[src/rtl/reg_bank_responder.sv]
// reg_bank_responder: responder end of a 4-phase req/ack register bank.
// Each request gets one read or write, then ack, then one dead RELEASE cycle.
module reg_bank_responder #(
    parameter int              Size       = 16,
    parameter int              Depth      = 8,
    parameter int              AddrWidth  = 3,
    parameter logic [Size-1:0] ResetValue = '0
) (
    input  logic                 i_clk,
    input  logic                 i_rst_n,
    input  logic                 i_req,
    input  logic                 i_we,
    input  logic [AddrWidth-1:0] i_addr,
    input  logic [Size-1:0]      i_wdata,
    output logic                 o_ack,
    output logic [Size-1:0]      o_rdata,
    output logic                 o_err
);
    typedef enum logic [1:0] {IDLE, ACK, RELEASE} state_t;

    state_t          r_state;
    logic [Size-1:0] r_regs [Depth];
    logic            w_valid;

    assign w_valid = int'(i_addr) < Depth;

    always_ff @(posedge i_clk or negedge i_rst_n) begin
        if (!i_rst_n) begin
            r_state <= IDLE;
            o_ack   <= 1'b0;
            o_err   <= 1'b0;
            o_rdata <= '0;
            for (int i = 0; i < Depth; i++) r_regs[i] <= ResetValue;
        end else begin
            case (r_state)
                IDLE: if (i_req) begin
                    r_state <= ACK;
                    o_ack   <= 1'b1;
                    o_err   <= !w_valid;
                    o_rdata <= !w_valid ? '0 : i_we ? i_wdata : r_regs[i_addr];
                    if (w_valid && i_we) r_regs[i_addr] <= i_wdata;
                end
                ACK: if (!i_req) begin
                    r_state <= RELEASE;
                    o_ack   <= 1'b0;
                end
                // RELEASE ignores req so back-to-back requests see a dead cycle
                default: r_state <= IDLE;
            endcase
        end
    end
endmodule
[config.mk]
export PLATFORM = sky130hd
export DESIGN_NAME = reg_bank_responder
export DESIGN_NICKNAME = d
export VERILOG_FILES = /design/src/rtl/reg_bank_responder.sv
export SDC_FILE = /design/constraint.sdc
export NUM_CORES = 1
export LEC_CHECK = 0
export ABC_AREA = 1
export CAP_MARGIN = 20
export CORE_MARGIN = 1
export CORE_UTILIZATION = 40
export DETAILED_ROUTE_END_ITERATION = 8
export GPL_TIMING_DRIVEN = 1
export SYNTH_ARGS = -nofsm -noshare
export SYNTH_HDL_FRONTEND = slang
export SYNTH_SLANG_ARGS = --single-unit
[constraint.sdc]
create_clock -name i_clk -period 1.3 [get_ports i_clk]
set_input_delay 0.13 -clock i_clk [delete_from_list [all_inputs] [get_ports i_clk]]
set_output_delay 0.13 -clock i_clk [all_outputs]
set_load 0.01 [all_outputs]
; ---- Yosys cells after proc, flatten, opt, wreduce, memory -nomap -nowiden
; Index checks and enable logic that the tools add are counted.
; W data, S select, Z words.
[classes]
n_lt_le_gt_ge = 2
eq_ne = 3
mux = 13
n_bitwise = 1
reduce_logical = 7
[ops]
columns = cell, n
row1 = $bwmux W128, 1
row2 = $mux W16, 4
row3 = $bmux W16 S3, 1
row4 = $demux W16 S3, 1
row5 = $reduce_and A3 Y1, 2
row6 = $ge A4 B4 Y1 const B, 1
row7 = $lt A4 B1 Y1 const B, 1
row8 = $mux W2, 2
row9 = $ne A2 B2 Y1 const B, 2
row10 = $not A3 Y4, 1
row11 = $pmux W2 S2, 1
row12 = $reduce_and A2 Y1, 2
row13 = $eq A2 B1 Y1 const B, 1
row14 = $logic_not A2 Y1, 1
row15 = $mux W1, 2
row16 = $pmux W1 S2, 1
row17 = $reduce_bool A2 Y1, 1
row18 = $logic_and A1 B1 Y1, 1
[totals]
reg_bits = 147
out_inout_bits = 18
word_cells = 37

; ---- Logic depth before layout (Yosys ltp)
; Gate-level depths: netlist of the first run.
[logic_depth]
depth_word = 6
depth_mapped = 8

; ---- Worst setup path before layout of the first run
; OpenSTA, ideal clock, no wires.
[synth_path]
path_type = register to register
start = register r_state[1]
end = register r_regs[38] in the netlist's numbering
setup_time_ns = 0.125
t_arrival_ns = 1.293
required_ns = 1.175
slack_ns = -0.118
path_stages_with_launch = 8
n_path_buf = 1
synth_period_minus_slack_ns = 1.418
path_cell_list = dfrtp_1 > nor2_4 > nand2_4 > nor2_8 > nand3_4 > buf_4 > nand2_1 > o21ai_2
[synth_between]
elab_chain_cells = 2
[synth_lines]
columns = item, line_no
row1 = start: declaration, 21  ; state_t r_state;
row2 = start signal: assignment, 29  ; r_state <= IDLE;
row3 = start signal: assignment, 37  ; r_state <= ACK;
row4 = start signal: assignment, 44  ; r_state <= RELEASE;
row5 = $logic_not A2 Y1, 35  ; case (r_state)
row6 = $reduce_and A3 Y1 (no source line), --
row7 = end signal: indexed assignment, 41  ; if (w_valid && i_we) r_regs[i_addr] <= i_wdata;
row8 = end: declaration, 22  ; logic [Size-1:0] r_regs [Depth];
; No other way between the ends.
; A chain may end at the register's enable or synchronous reset.

; ---- Worst setup path after layout of the first run
[layout_path]
start = register r_state[1]
end = register r_regs[51] in the netlist's numbering
; The elaborated chain is that of the path after synthesis.

==> impl_results.md, run 1 <==
- H-tree levels: 4
- Maxcap violations: 0
- Die height: between 100 and 150 um
- Worst r2r src: r_state[1]
- Clock Sinks: 147
- Via count: ~6000
- Setup crit start: r_state[1]
- Final net count: 1012
- Internal: about 0.0096 W
- PortBufs: 39
- Critical Path Sink Type: register
- Hold Slack: between 0.08 and 0.09 ns
- Pwr dens: ~1400 nW/um^2
- Setup repair after global routing missed its margin: true
- Post-synthesis area per instance: a little over 8 um^2
- Final period utilization: 112%
- Synth Area in Simple Gates: about 25%
- Clock tree buffer depth: 2
- Worst Reg-to-Reg Cells: 8
- Combinational share of power: between 20 and 25%
- WL/cell: approximately 15 um
- Register area: between 3000 and 4000 um^2
- Number of cell rows: 49
- Number of enable flip-flop cells after synthesis: 0
- Synth Cell Area: roughly 7400 um^2
- Layout cells sized above 1: a little over a quarter
- Crit path max-delay family: simple AND/OR/NAND/NOR gates
- 1st-iter DRT viols: about 350
- Startpoint types: register
- Overflow after GRT: 0
- Worst EP arrival: between 1.5 and 2 ns
- RePlAce Congestion: around 0.8
- Largest family of logic cells by synthesized area: simple AND/OR/NAND/NOR gates
- CP max stage cell: dfrtp_1
- Skew-Pair Late Insertion Delay: 0.42 ns
- Area delta synth->final: 28.2%
- Antenna-violating nets left: 0
- Outcome: complete, but fails checks
- Setup TNS: -15.51 ns
- Final worst setup slack: -0.155 ns
- Critical path class: reg2reg
- Starting density of the core: 40.9%
- Hold Fails Final Rpt: 0
- Vias in the first global route: around 5500
- Routed WL: approximately 18 mm
- Clock skew: 0.00470 ns
- Layout fillers: between 1500 and 2000
- Asr flop ratio synth: 100%
- CP most frequent cell: buf_12
- Final setup fails: roughly 140
- Crit-path cells: nor2_4, nand2_4, nor2_8, buf_12, nand3_4, buf_12, nand2_2, o21ai_1
- WP buf/inv: 2
- Synthesized flop and latch total: 147
- GRT Util Overall: between 20% and 30%
- Pin count of the biggest net entering global routing: 47
- Synth Area in Compound Gates: about an eighth
- First-pass GRT wire length: 29.3 mm
- Multi-input logic area: roughly 3100 um^2
- Via density: slightly below 5
- Mux contribution to synthesized area: 0%
- Worst stage delay on the critical path: approximately 0.40 ns
- Initial antenna violation count: 0
- Clk slew on worst S/H paths: 0.06 ns
- Drt pass-1 iters: 6
- Pleak: about 4.7 nW
- Reg2reg end: r_regs[51]
- CTS buffer count: 17
- Adder-cell share of the synthesized area: 0%
- Failing checks: setup timing
- Number of I/O pins: 41
- Pins Over Slew Limit: 0
- Sw Pwr: approximately 0.004 W
- Sequential area share after synthesis: 49.9%
- Worst R2R Setup Slack: -0.16 ns
- F_max: around 690 MHz
- Die area: about 19000 um^2
- Worst hold path type: in2async
- Fin util: about 52%
- Mapped Nets: 933
- Distinct cells, synth: 22
- Proportion of power drawn by flip-flops and latches: 44.9%
- Post-Synth XOR/XNOR Area: 0%
- Top FF cell, synth: dfrtp_1
- Post-Syn Instances: 910
- Residual DRC: 0
- CTS tree: yes
- Die Wd: 138 um
- Clk network pwr share: 35.0%
- Post-DP HPWL: about 12 mm
- CP max FO: 18
- Root Driver: clkbuf_16
- Peak supply drop: slightly below 0.0008 V
- Number of diodes: 0
- Critical path required time: 1.59 ns
- Post-route minimum period: 1.46 ns
- Core Box Area: 18000 um^2
- Syn. warnings: 0
- Switch share: between 20% and 30%
-- cells in the final DEF (no fill, tap or decap), types with 20 or more instances in the layout --
master,count
inv_1,132
nand2_2,84
o21ai_2,53
dfrtp_1,147
buf_12,28
clkdlybuf4s50_1,20
nor2_1,32
nand3_1,64
o21ai_1,91
buf_4,32
nand2_1,220
-- flip-flops by register name, summed over array words and instances, names as in the netlist --
name	count
r_state	2
o_ack	1
o_rdata	16
r_regs	128
-- layout make-up --
cell class                      count  share of cell area (%)
Inverter                          137                    5.49
Timing Repair Buffer              108                    13.4
Sequential cell                   147                    39.0
Multi-Input combinational cell    578                    33.2
Tap cell                          229                    3.03
Clock inverter                     12                    1.22
Clock buffer                       19                    4.69
-- worst max path at each step --
stage,to,slack (ns),cells past startpoint
finish,r_regs[51],-0.16,8
global route,r_regs[55],-0.23,8
CTS,r_regs[37],-0.15,8
detailed placement,o_rdata[11],-0.47,8
global placement,o_rdata[11],-0.45,8
floorplan,r_regs[50],-0.1,7
-- cell families after synthesis --
kind of cell / after synthesis
DFF: 147
buffers and inverters: 185
and+or+nand+nor: 416
AOI/OAI and AO/OA: 161
other: 1
-- metal layers --
metal	share of wire [%]	routed length [um]	track usage (%)	vias to the layer above
li1	-	-	-	2997
met1	47	8630	27.9	2875
met2	48	8720	33.6	96
met3	2.9	531	2.80	23
met4	1.8	320	6.94	0
met5	0	0	0	-
-- stage by stage --
stage	total power [W]	cells	instance area (um^2)	setup WS [ns]
6_report	0.0135	1230	9440	-0.155
5_1_grt	0.0142	1230	9440	-0.232
4_1_cts	0.0134	1231	9250	-0.153
3_5_place_dp	0.00863	1195	8530	-0.469
3_3_place_gp	0.00856	1195	8530	-0.454
2_1_floorplan	0.00763	910	7410	-0.0978
-- timing repair --
item,CTS,global route
buffers inserted,4,0
pin swaps,9,11
hold buffers,1,0
hold endpoints to repair,147,0
endpoints found under the setup margin,161,144
gates resized for setup,75,68
-- Yosys cell counts (3+ instances only) --
| cell | number | share of area (%) |
|---|---|---|
| buf_4 | 6 | 0.61 |
| nor2_8 | 3 | 0.82 |
| nand3_4 | 8 | 1.9 |
| o21ai_0 | 17 | 1.2 |
| inv_2 | 4 | 0.20 |
| o21bai_1 | 16 | 1.6 |
| inv_1 | 133 | 6.8 |
| o21ai_2 | 31 | 3.7 |
| clkbuf_1 | 8 | 0.41 |
| buf_6 | 22 | 3.4 |
| nor2_1 | 32 | 1.6 |
| buf_2 | 9 | 0.61 |
| o21ai_1 | 97 | 6.6 |
| dfrtp_1 | 147 | 50 |
| buf_1 | 3 | 0.15 |
| nand2_1 | 304 | 15 |
| nand3_1 | 64 | 4.3 |
-- power groups by stage --
stage	Clock [W]	Combinational [W]	Sequential (W)
global route	0.00497	0.00309	0.00616
floorplan	0	0.00165	0.00598
detailed placement	0	0.00260	0.00603
CTS	0.00481	0.00263	0.00599
global placement	0	0.00255	0.00602
finish	0.00471	0.00271	0.00606
(Power assumes the default switching activity.)
==> run 2, diff against run 1 <==
Settings changed: CORE_MARGIN 1 to not set.
==> results of run 2 <==
The final DEF is identical to that of run 1; final timing and power are the same.
==> run 3, diff against run 2 <==
Settings changed: SLEW_MARGIN set to 0, TNS_END_PERCENT set to 20.
==> run 3 against run 2 <==
Against the previous run: the flow still finishes with violations (setup timing); via count about the same; sequential cell count unchanged; design area up 2.0%; cell count down 0.33%; sequential share of layout area down 0.78 points; global-route usage down 0.24 points; first-iteration DRC count up 41%; sequential power about the same; non-clock buffer count down 2; total power up 0.94%; worst hold slack better by 0.058 ns; largest cell class unchanged; highest routed layer unchanged.
==> impl_results.md, run 3 (synthesis gave the netlist of run 1 again) <==
- Worst r2r src: r_state[1]
- CTS buffer count: 17
- Post-route minimum period: between 1 and 1.5 ns
- Pleak: between 4 and 5 nW
- Startpoint types: register
- Hold Slack: 0.144 ns
- WL/cell: 15.5 um
- Worst EP arrival: around 1.8 ns
- Die Wd: 138 um
- Die height: around 140 um
- Failing checks: setup timing
- F_max: ~700 MHz
- Initial antenna violation count: 0
- PortBufs: 39
- Clk slew on worst S/H paths: 0.06 ns
- Number of diodes: 0
- First-pass GRT wire length: roughly 29 mm
- Post-DP Area: between 8000 and 9000 um^2
- H-tree levels: 4
- Worst hold path type: in2async
- CP max FO: 18
- Reg2reg end: r_regs[43]
- Final net count: slightly above 1000
- Clock tree buffer depth: 2
- Routed WL: between 15 and 20 mm
- Die area: ~19000 um^2
- 1st-iter DRT viols: 494
- Drt pass-1 iters: 5
- Post-DP HPWL: about 12 mm
- Fin cells: 1226
- Via density: 4.89
- Antenna-violating nets left: 0
- Dpl cells: ~1200
- Final setup fails: approximately 140
- Most frequent cells in the layout: nand2_1 (216), dfrtp_1 (147), inv_1 (132), o21ai_1 (85), nand2_2 (74)
- GRT Util Overall: approximately a fifth
- Overflow after GRT: 0
- Critical Path Sink Type: register
- Setup repair after global routing missed its margin: true
- Critical path class: reg2reg
- Peak supply drop: between 0.0008 and 0.0009 V
- Max FFs per register: roughly 130
- Residual DRC: 0
- Hold Fails Final Rpt: 0
- Pin count of the biggest net entering global routing: 51
- Area delta synth->final: 30.8%
- Starting density of the core: 40.9%
- Vias in the first global route: ~5300
- Worst R2R Setup Slack: -0.16 ns
- Number of I/O pins: slightly above 40
- Outcome: complete, but fails checks
- Skew-Pair Late Insertion Delay: 0.43 ns
- Fin util: 53.5%
- Via count: between 5000 and 6000
- Final worst setup slack: -0.165 ns
- Root Driver: clkbuf_16
- Reg with most FFs: r_regs
- RePlAce Congestion: between 0.7 and 0.8
- Worst slack at placement: -0.526 ns
- Maxcap violations: 0
- Clock Sinks: 147
- Layout cells sized above 1: 26.0%
- Regs by FF count: r_regs (128), o_rdata (16), r_state (2)
- Critical path required time: roughly 1.6 ns
- Pwr dens: about 1400 nW/um^2
- Finished Cell Area: approximately 9600 um^2
- Clock skew: between 0.008 and 0.009 ns
- Pins Over Slew Limit: 0
- Final period utilization: 113%
- Most common cell after layout, fill and taps aside: nand2_1
- CTS tree: yes
- Core Box Area: around 18000 um^2
- Worst Reg-to-Reg Cells: 8
- Number of cell rows: 49
[run 3: final cells by class]
class	instances	area (um^2)
clock buffer	23	478
clock inverter	6	80.1
fill	1649	8390
inverter	137	518
multi-input combinational	578	3190
sequential	147	3680
tap	229	287
timing repair buffer	106	1410
[run 3: per-layer routing]
layer  part of all wire [%]  global-route usage (%)  vias up
met5                      0                       0        -
met2                     47                    31.2      102
met3                    3.4                    4.34       19
met1                     48                    28.5     2871
met4                    1.4                    6.22        0
li1                       -                       -     2998
[run 3: through the flow]
step / power (W) / TNS (ns)
6_report: 0.0136 / -15.09
3_3_place_gp: 0.00852 / -60.15
2_1_floorplan: 0.00760 / -10.42
5_1_grt: 0.0143 / -25.46
4_1_cts: 0.0134 / -19.80
3_5_place_dp: 0.00859 / -60.68
[run 3: critical path: stages (launching register included)]
cell	delay, ns
dfrtp_1	0.40
nor2_4	0.12
nand2_4	0.08
nor2_8	0.09
buf_12	0.16
nand3_4	0.15
buf_12	0.21
nand2_1	0.05
o21ai_1	0.06
[run 3: how the worst max path moves through the flow]
stage | startpoint | to | slack (ns) | cells past startpoint
2_1_floorplan | r_state[1] | r_regs[50] | -0.1 | 7
3_3_place_gp | i_req | o_rdata[5] | -0.53 | 10
3_5_place_dp | i_req | o_rdata[5] | -0.53 | 10
4_1_cts | r_state[1] | r_regs[43] | -0.18 | 8
5_1_grt | r_state[1] | r_regs[46] | -0.23 | 8
6_report | r_state[1] | r_regs[43] | -0.16 | 8
[run 3: report_power, final]
part,leakage (nW),internal (W),total [W],switching [W]
Sequential,1.90,0.00549,0.00609,0.000606
Combinational,2.61,0.00130,0.00276,0.00146
Clock,0.279,0.00293,0.00475,0.00182
[run 3: what timing repair did]
item                                    CTS  global route
setup buffers                             2             0
cloned                                    0             7
pin swaps                                11             7
hold buffers                              1             0
resized for setup                        73            90
endpoints found under the setup margin  161           144
endpoints found under the hold margin   147             0
